<file path="src/rtl/instr_dcd_burst.sv">
`timescale 1ns/1ps
// SPI byte stream to register-file decoder: instruction byte, then multi-byte words, optional address-increment burst.
// Latency: read strobe 1 clk after instruction byte, data_out 2 clk after it, write strobe 1 clk after last data byte.
// Backpressure: none; the SPI slave guarantees >= 4 clk between byte_sync pulses and cs_n high aborts any frame.
module instr_dcd_burst #(
  parameter int ADDR_W     = 6,
  parameter int DATA_BYTES = 1,
  parameter int BURST_EN   = 1
) (
  input  logic                    clk,
  input  logic                    rst_n,
  input  logic                    cs_n,
  input  logic                    byte_sync,
  input  logic [7:0]              data_in,
  output logic [7:0]              data_out,
  output logic                    read,
  output logic                    write,
  output logic [ADDR_W-1:0]       addr,
  input  logic [8*DATA_BYTES-1:0] data_read,
  output logic [8*DATA_BYTES-1:0] data_write
);

  localparam int            KW     = (DATA_BYTES > 1) ? $clog2(DATA_BYTES) : 1;
  localparam int            WW     = 8 * DATA_BYTES;
  localparam logic [KW-1:0] K_LAST = KW'(DATA_BYTES - 1);

  typedef enum logic [2:0] {
    IDLE,
    WR_COLLECT,
    RD_REQ,
    RD_CAP,
    RD_SHIFT,
    DRAIN
  } state_t;

  state_t        state;
  state_t        state_nxt;
  logic [KW-1:0] k;
  logic [KW-1:0] k_nxt;
  logic          burst;
  logic [WW-1:0] wbuf;
  logic [WW-1:0] wword;
  logic [WW-1:0] shift;
  logic          byte_ok;
  logic          last_byte;

  // A byte only counts while the frame is open; cs_n high drops a coincident byte.
  assign byte_ok   = byte_sync & ~cs_n;
  assign last_byte = (k == K_LAST);

  // Word being assembled: previously collected bytes with the incoming byte dropped into slot k.
  always_comb begin
    wword = wbuf;
    wword[8*k +: 8] = data_in;
  end

  // MISO byte: current slot of the captured read word, zero whenever no read word is being shifted.
  always_comb begin
    data_out = 8'h00;
    if (state == RD_CAP || state == RD_SHIFT) begin
      data_out = shift[8*k +: 8];
    end
  end

  // State and byte-index register.
  always_ff @(posedge clk or negedge rst_n) begin
    if (!rst_n) begin
      state <= IDLE;
      k     <= '0;
    end else begin
      state <= state_nxt;
      k     <= k_nxt;
    end
  end

  // Next state and byte index; cs_n high overrides everything and closes the frame.
  always_comb begin
    state_nxt = state;
    k_nxt     = k;
    if (cs_n) begin
      state_nxt = IDLE;
      k_nxt     = '0;
    end else begin
      case (state)
        IDLE: begin
          if (byte_sync) begin
            state_nxt = data_in[7] ? WR_COLLECT : RD_REQ;
            k_nxt     = '0;
          end
        end
        WR_COLLECT: begin
          if (byte_sync) begin
            if (last_byte) begin
              k_nxt     = '0;
              state_nxt = burst ? WR_COLLECT : DRAIN;
            end else begin
              k_nxt = k + 1'b1;
            end
          end
        end
        RD_REQ: state_nxt = RD_CAP;
        RD_CAP: begin
          k_nxt     = '0;
          state_nxt = RD_SHIFT;
        end
        RD_SHIFT: begin
          if (byte_sync) begin
            if (last_byte) begin
              k_nxt     = '0;
              state_nxt = burst ? RD_REQ : DRAIN;
            end else begin
              k_nxt = k + 1'b1;
            end
          end
        end
        DRAIN:   state_nxt = DRAIN;
        default: state_nxt = IDLE;
      endcase
    end
  end

  // Datapath: instruction latch, word assembly, registered strobes, read capture, address stepping.
  always_ff @(posedge clk or negedge rst_n) begin
    if (!rst_n) begin
      addr       <= '0;
      burst      <= 1'b0;
      wbuf       <= '0;
      shift      <= '0;
      data_write <= '0;
      write      <= 1'b0;
      read       <= 1'b0;
    end else begin
      write <= 1'b0;
      // read is high for exactly the cycle the FSM sits in RD_REQ
      read  <= (state_nxt == RD_REQ);
      if (byte_ok && state == IDLE) begin
        addr  <= data_in[ADDR_W-1:0];
        burst <= (BURST_EN != 0) && data_in[6];
      end
      if (byte_ok && state == WR_COLLECT) begin
        wbuf <= wword;
        if (last_byte) begin
          data_write <= wword;
          write      <= 1'b1;
        end
      end
      // Step the write address only after the strobe cycle so addr matches data_write while write=1.
      if (write && burst) begin
        addr <= addr + 1'b1;
      end
      if (byte_ok && state == RD_SHIFT && last_byte && burst) begin
        addr <= addr + 1'b1;
      end
      // data_read is valid while read=1, i.e. during RD_REQ; it appears on data_out from RD_CAP on.
      if (state == RD_REQ) begin
        shift <= data_read;
      end
    end
  end

endmodule
</file>
<file path="config.mk">
export PLATFORM = sky130hd
export DESIGN_NAME = instr_dcd_burst
export DESIGN_NICKNAME = d
export VERILOG_FILES = /design/src/rtl/instr_dcd_burst.sv
export SDC_FILE = /design/constraint.sdc
export NUM_CORES = 1
export LEC_CHECK = 0
export BUFFER_PORTS_ARGS = -buffer_cell sky130_fd_sc_hd__buf_4
export CAP_MARGIN = 20
export CORE_UTILIZATION = 53
export DETAILED_ROUTE_END_ITERATION = 10
export PLACE_DENSITY = 0.83
export REMOVE_ABC_BUFFERS = 1
export SYNTH_ARGS = -nofsm -noshare
export SYNTH_HDL_FRONTEND = slang
export SYNTH_SLANG_ARGS = --single-unit
</file>
<file path="constraint.sdc">
create_clock -name clk -period 6.1 [get_ports clk]
set_clock_uncertainty 0.15 [all_clocks]
set_input_delay 0.61 -clock clk [delete_from_list [all_inputs] [get_ports clk]]
set_output_delay 0.61 -clock clk [all_outputs]
set_load 0.05 [all_outputs]
</file>
==> results.tsv, run 1 <==
metric	value	unit
rsz0062_at_grt	false	
setup_viol	0	
slew_viol_final	0	
place.gp.congestion	0.825	
grt_max_degree	29	
htreeDepth	1	
critical_path_class	flop to output pin	
post_dp_cell_area	1680	um^2
fin_crit	2.73	ns
placementRows	17	
numCtsBuffers	3	
dp_hpwl	2.07	mm
drive_above_1_share	46.0	%
status	finished, final reports clean	
final_common_cell	buf_4	
wl_per_cell	15.2	um
cts.clk_slew.worst_paths	0.16	ns
netlist_area	1350	um^2
r2r_start	state[0]	
worstPathArrival	1.97	ns
reg2reg_depth	4	
synth_compound_area_share	5.21	%
mostFrequentLayoutCells	43 x buf_4, 28 x dfrtp_1, 16 x mux2_2	
max_freq	366	MHz
fin_area	1710	um^2
post_cts_resized	0	
hold_buffers	0	
grt_overflow_total	0	
ios	44	
clockBufferDepth	2	
die-area	2740	um^2
antenna_found_initial	0	
clock-sinks	28	
synth_cell_types	27	
design.core.area	2300	um^2
syn_to_final_growth	27.3	%
cts_tree	yes	
worst_slack	3.37	ns
first_global_vias	969	
seq_area_frac_synth	52.1	%
clock_latency	0.33	ns
ant_nets	0	
die_h	52.4	um
synthSimpleGateAreaFrac	12.3	%
dp_slack	3.69	ns
grt_pass1_wl	4.26	mm
power_density	484	nW/um^2
nets	172	
die_x	52.4	um
yosys_warnings	0	
maxCapViolCount	0	
syn_inst	106	
post-route-period-util	44.8	%
endpoint_kind	output pin	
synthMuxAreaShare	23.5	%
tightest_slew	0.467	ns
post-route-drc-count	0	
hold_viol_final	0	
post_cts_buffers	0	
synth_xor_area_share	2.60	%
rr_endpoint	addr[1]	
start_util	58.6	%
cp_max_fo	9	
initialDrtViolationCount	5	
vias_per_cell	5.35	
synth_top_family_by_area	multiplexers	
clock-root-buffer	clkbuf_4	
slew_headroom	68.0	%
antenna_cells	0	
dr.pass1.iters	4	
synth_seq_cells	28	
vias	952	
crit_path_start	state[2]	
port_buffers	43	
worstPathRequired	5.34	ns
setup_tns	0	ns
avgSynthCellArea	12.7	um^2
grtUsageTotal	21.8	%
p_leak	0.799	nW
ir_drop	0.385	mV
r2r_slack	3.93	ns
cp-start-kind	flop	
min_path_type	primary input to asynchronous set/reset pin	
wl	2.71	mm
synthAdderAreaFrac	0.930	%
-- cells in the mapped netlist --
cell type | number | area, um^2
or4b_4 | 1 | 13.8
nand2_1 | 4 | 15.0
mux2_4 | 1 | 15.0
nor4_1 | 1 | 6.26
xnor2_1 | 2 | 17.5
nand3_1 | 2 | 10.0
mux2_2 | 16 | 180
o21a_2 | 1 | 8.76
nor3b_1 | 1 | 7.51
buf_6 | 2 | 22.5
nor2_8 | 1 | 20.0
mux2i_1 | 11 | 110
mux2_1 | 1 | 11.3
clkbuf_1 | 1 | 3.75
ha_1 | 1 | 12.5
and2_1 | 8 | 50.1
xor2_1 | 2 | 17.5
o21ai_0 | 2 | 10.0
a221oi_1 | 2 | 17.5
nor2_1 | 3 | 11.3
o22ai_1 | 3 | 18.8
a211oi_1 | 1 | 7.51
dfrtp_1 | 28 | 701
inv_1 | 5 | 18.8
a21o_1 | 1 | 7.51
nand2b_1 | 3 | 18.8
nor2_2 | 2 | 12.5
-- sequential cells by signal, summed over array words and instances, names as in the netlist --
register / cells
write: 1
data_write: 8
read: 1
addr: 6
shift: 8
burst: 1
state: 3
-- how the worst max path moves through the flow --
stage / endpoint / cells past startpoint
floorplan: data_out[0] / 3
global placement: addr[1] / 5
detailed placement: addr[1] / 5
CTS: data_out[2] / 4
global route: data_out[2] / 4
finish: data_out[2] / 4
-- worst max-delay path, cell delays in order, from the launching register on --
cell	delay (ns)
dfrtp_1	0.55
nand2b_1	0.27
mux2i_1	0.42
and2_1	0.21
buf_4	0.20
-- per-layer routing --
layer  GRT usage (%)  vias to the layer above  wire length [um]
met2            40.9                       21              1480
met3            3.48                        2                72
met1            24.9                      471              1140
met4            6.58                        0                12
li1                -                      458                 -
met5               0                        -                 0
-- cell type report --
cell class / instances / area (um^2)
Clock buffer: 4 / 36.3
Inverter: 5 / 18.8
Multi-Input combinational cell: 70 / 599
Tap cell: 28 / 35.0
Fill cell: 167 / 584
Sequential cell: 28 / 701
Timing Repair Buffer: 43 / 323
-- kinds of logic after synthesis --
logic type	after synthesis
adders and majority gates	1
buffers and inverters	8
muxes	29
DFF	28
xor gates and xnor gates	4
and+or+nand+nor	26
AOI/OAI and AO/OA	10
-- through the flow --
step	hold slack (ns)	cells	util, %	total power, W
6_report	0.0122	178	74.6	0.000828
5_1_grt	0.0375	178	74.6	0.000867
3_5_place_dp	0.338	174	73.0	0.000744
3_3_place_gp	0.330	174	73.0	0.000725
4_1_cts	0.0246	178	74.6	0.000832
2_1_floorplan	0.164	103	-	0.000610
-- where the power goes --
part	total [W]	switching, W	internal, W
Sequential	0.000320	0.0000589	0.000261
Clock	0.0000926	0.0000560	0.0000365
Combinational	0.000416	0.000260	0.000156
Total	0.000828	0.000375	0.000454
Note: power is estimated with default switching activity, not from simulation.
==> run 2: changes to the inputs <==
--- a/config.mk
+++ b/config.mk
@@ -5,11 +5,12 @@
 export SDC_FILE = /design/constraint.sdc
 export NUM_CORES = 1
 export LEC_CHECK = 0
+export ABC_AREA = 1
 export BUFFER_PORTS_ARGS = -buffer_cell sky130_fd_sc_hd__buf_4
 export CAP_MARGIN = 20
-export CORE_UTILIZATION = 53
+export CORE_UTILIZATION = 46
 export DETAILED_ROUTE_END_ITERATION = 10
-export PLACE_DENSITY = 0.83
+export PLACE_DENSITY = 0.75
 export REMOVE_ABC_BUFFERS = 1
 export SYNTH_ARGS = -nofsm -noshare
 export SYNTH_HDL_FRONTEND = slang
==> constraint.sdc (replaced) <==
create_clock -name clk -period 2.3 [get_ports clk]
set_clock_uncertainty 0.15 [all_clocks]
set_input_delay 0.23 -clock clk [delete_from_list [all_inputs] [get_ports clk]]
set_output_delay 0.23 -clock clk [all_outputs]
set_load 0.05 [all_outputs]
==> results.tsv, run 2 <==
metric	value	unit	change
place.gp.congestion	0.758		-8.1%
ant_nets	0		unchanged
placementRows	20		+3
setup_viol	0		unchanged
first_global_vias	1054		+8.8%
status	finished, final reports clean		
numCtsBuffers	3		unchanged
dr.pass1.iters	4		unchanged
slew_headroom	73.5	%	+5.6 points
initialDrtViolationCount	82		+77
design.core.area	3080	um^2	+34%
synth_top_area_share	46.7	%	-5.4 points
cp_max_fo	8		-1
min_path_type	primary input to flop		
synth_cell_types	23		-15%
grt_pass1_wl	4.91	mm	+15%
vias_per_cell	4.65		-13%
endpoint_kind	output pin		
antenna_found_initial	0		unchanged
worst_slack	0.308	ns	-3.06 ns
grt_max_degree	29		unchanged
die_x	59.1	um	+13%
grt_overflow_total	0		unchanged
worstPathRequired	1.92	ns	-3.42 ns
grtUsageTotal	18.1	%	-3.7 points
syn_inst	191		+80%
maxCapViolCount	0		unchanged
mostFrequentLayoutCells	43 x buf_4, 39 x nand2_1, 28 x inv_1, 28 x dfrtp_1, 27 x nor2_1		
start_util	48.8	%	-9.8 points
cp-start-kind	flop		
slew_viol_final	0		unchanged
yosys_warnings	0		unchanged
synth_seq_cells	28		unchanged
tightest_slew	0.396	ns	-0.0714 ns
synth_edf_count	0		unchanged
async_reset_ff_share	100	%	unchanged
clock-root-buffer	clkbuf_4		
hold_viol_final	0		unchanged
wl	2.95	mm	+8.9%
fin_crit	1.99	ns	
nets	263		+53%
drive_above_1_share	28.6	%	-17 points
ir_drop	0.647	mV	+68%
dp_slack	0.694	ns	-3.00 ns
power_density	1260	nW/um^2	+160%
reg2reg_depth	6		+2
clock-sinks	28		unchanged
fin_cells	285		+60%
fill_cells	279		+67%
dp_cells	275		+58%
dp_hpwl	2.21	mm	+6.3%
clockBufferDepth	2		unchanged
critical_path_class	flop to output pin		
die-area	3500	um^2	+27%
post-route-drc-count	0		unchanged
rsz0062_at_grt	false		
htreeDepth	1		unchanged
max_freq	502	MHz	
post_cts_resized	0		unchanged
wl_per_cell	10.3	um	-32%
port_buffers	43		unchanged
avgSynthCellArea	7.86	um^2	-38%
cts.clk_slew.worst_paths	0.16	ns	about the same
die_h	59.1	um	+13%
syn_to_final_growth	30.7	%	
clock_latency	0.32	ns	about the same
yosys.area.top_type	dfrtp_1		
holdPathStages	3		
worstPathArrival	1.61	ns	-0.36 ns
synth_ff_type	dfrtp_1		
seq_area_frac_synth	46.7	%	-5.4 points
antenna_cells	0		unchanged
ios	44		unchanged
reg_top3	data_write x8, shift x8, addr x6		
final_common_cell	buf_4		
p_leak	1.08	nW	+36%
ys_top_cells_by_count	39 x nand2_1, 28 x dfrtp_1, 28 x inv_1, 27 x nor2_1, 20 x nand3_1		
synth_area_leaders	dfrtp_1 47%, nand2_1 9.7%, inv_1 7.0%		
cts_tree	yes		
netlist_area	1500	um^2	+12%
final_util	63.7	%	-11 points
vias	1324		+39%
post-route-period-util	86.6	%	
synth_most_common_cell	nand2_1		
setup_tns	0	ns	unchanged
## run 2: cell count changes after synthesis, moves of 10 or more
cell	delta
nand2_1	+35
nor2_1	+24
inv_1	+23
nand3_1	+18
mux2_2	-16
mux2i_1	-11
a21oi_1	+10
## run 2: layout make-up
cell class / instances / area (um^2) / share of cell area [%]
Tap cell: 44 / 55.1 / 2.81
Clock buffer: 3 / 22.5 / 1.15
Timing Repair Buffer: 49 / 383 / 19.5
Sequential cell: 28 / 701 / 35.7
Inverter: 31 / 116 / 5.93
Clock inverter: 1 / 30.0 / 1.53
Multi-Input combinational cell: 129 / 654 / 33.4
## run 2: timing repair
action,4_1_cts,5_1_grt
hold endpoints to repair,31,2
hold buffers,4,2
buffers inserted,0,0
## run 2: worst max-delay path: stages (launching register included)
cell     delay [ns]
dfrtp_1        0.45
inv_1          0.11
nand2_1        0.12
nor2_4         0.05
nor2_2         0.28
nor2_1         0.08
buf_4          0.20
## run 2: per-stage QoR
stage / area, um^2 / hold slack, ns / power [W]
final: 1960 / 0.00199 / 0.00248
after global routing: 1960 / 0.00490 / 0.00265
after CTS: 1940 / 0.00100 / 0.00249
after detailed placement: 1850 / 0.0175 / 0.00216
after global placement: 1850 / 0.0170 / 0.00215
after floorplan: 1470 / -0.216 / 0.00179
## run 2: cell families after synthesis
logic type | after synthesis | share of synthesized area, %
adder cells (fa/ha/maj) | 1 | 0.833
flip-flops | 28 | 46.7
AO/OA/AOI/OAI | 25 | 10.5
buffers and inverters | 34 | 9.75
AND/OR/NAND/NOR | 102 | 31.7
XOR/XNOR | 1 | 0.583
## run 2: report_power, final
group,total [W],internal [W],leakage (nW),switching (W)
sequential,0.000865,0.000693,0.342,0.000172
clock,0.000318,0.000176,0.0279,0.000142
combinational,0.00129,0.000408,0.713,0.000885
total,0.00248,0.00128,1.08,0.00120
## run 2: metal layers
layer	vias up	GRT usage (%)	routed length, um	share of wire [%]
met5	-	0	0	0
met4	0	3.06	19	0.64
met3	2	2.18	128	4.3
li1	702	-	-	-
met1	588	29.5	1520	52
met2	32	25.8	1280	43
## run 2: final timing paths
| path | start | to | slack, ns |
|---|---|---|---|
| setup / recovery | state[0] | data_out[1] | 0.31 |
| hold / removal | data_read[3] | shift[3] | 0.002 |
| setup reg to reg | state[1] | data_write[3] | 0.76 |
| hold reg to reg | data_write[5] | data_write[5] | 0.35 |
| max in group asynchronous | rst_n | data_write[6] | 1.55 |
| min in group asynchronous | rst_n | shift[4] | 0.19 |
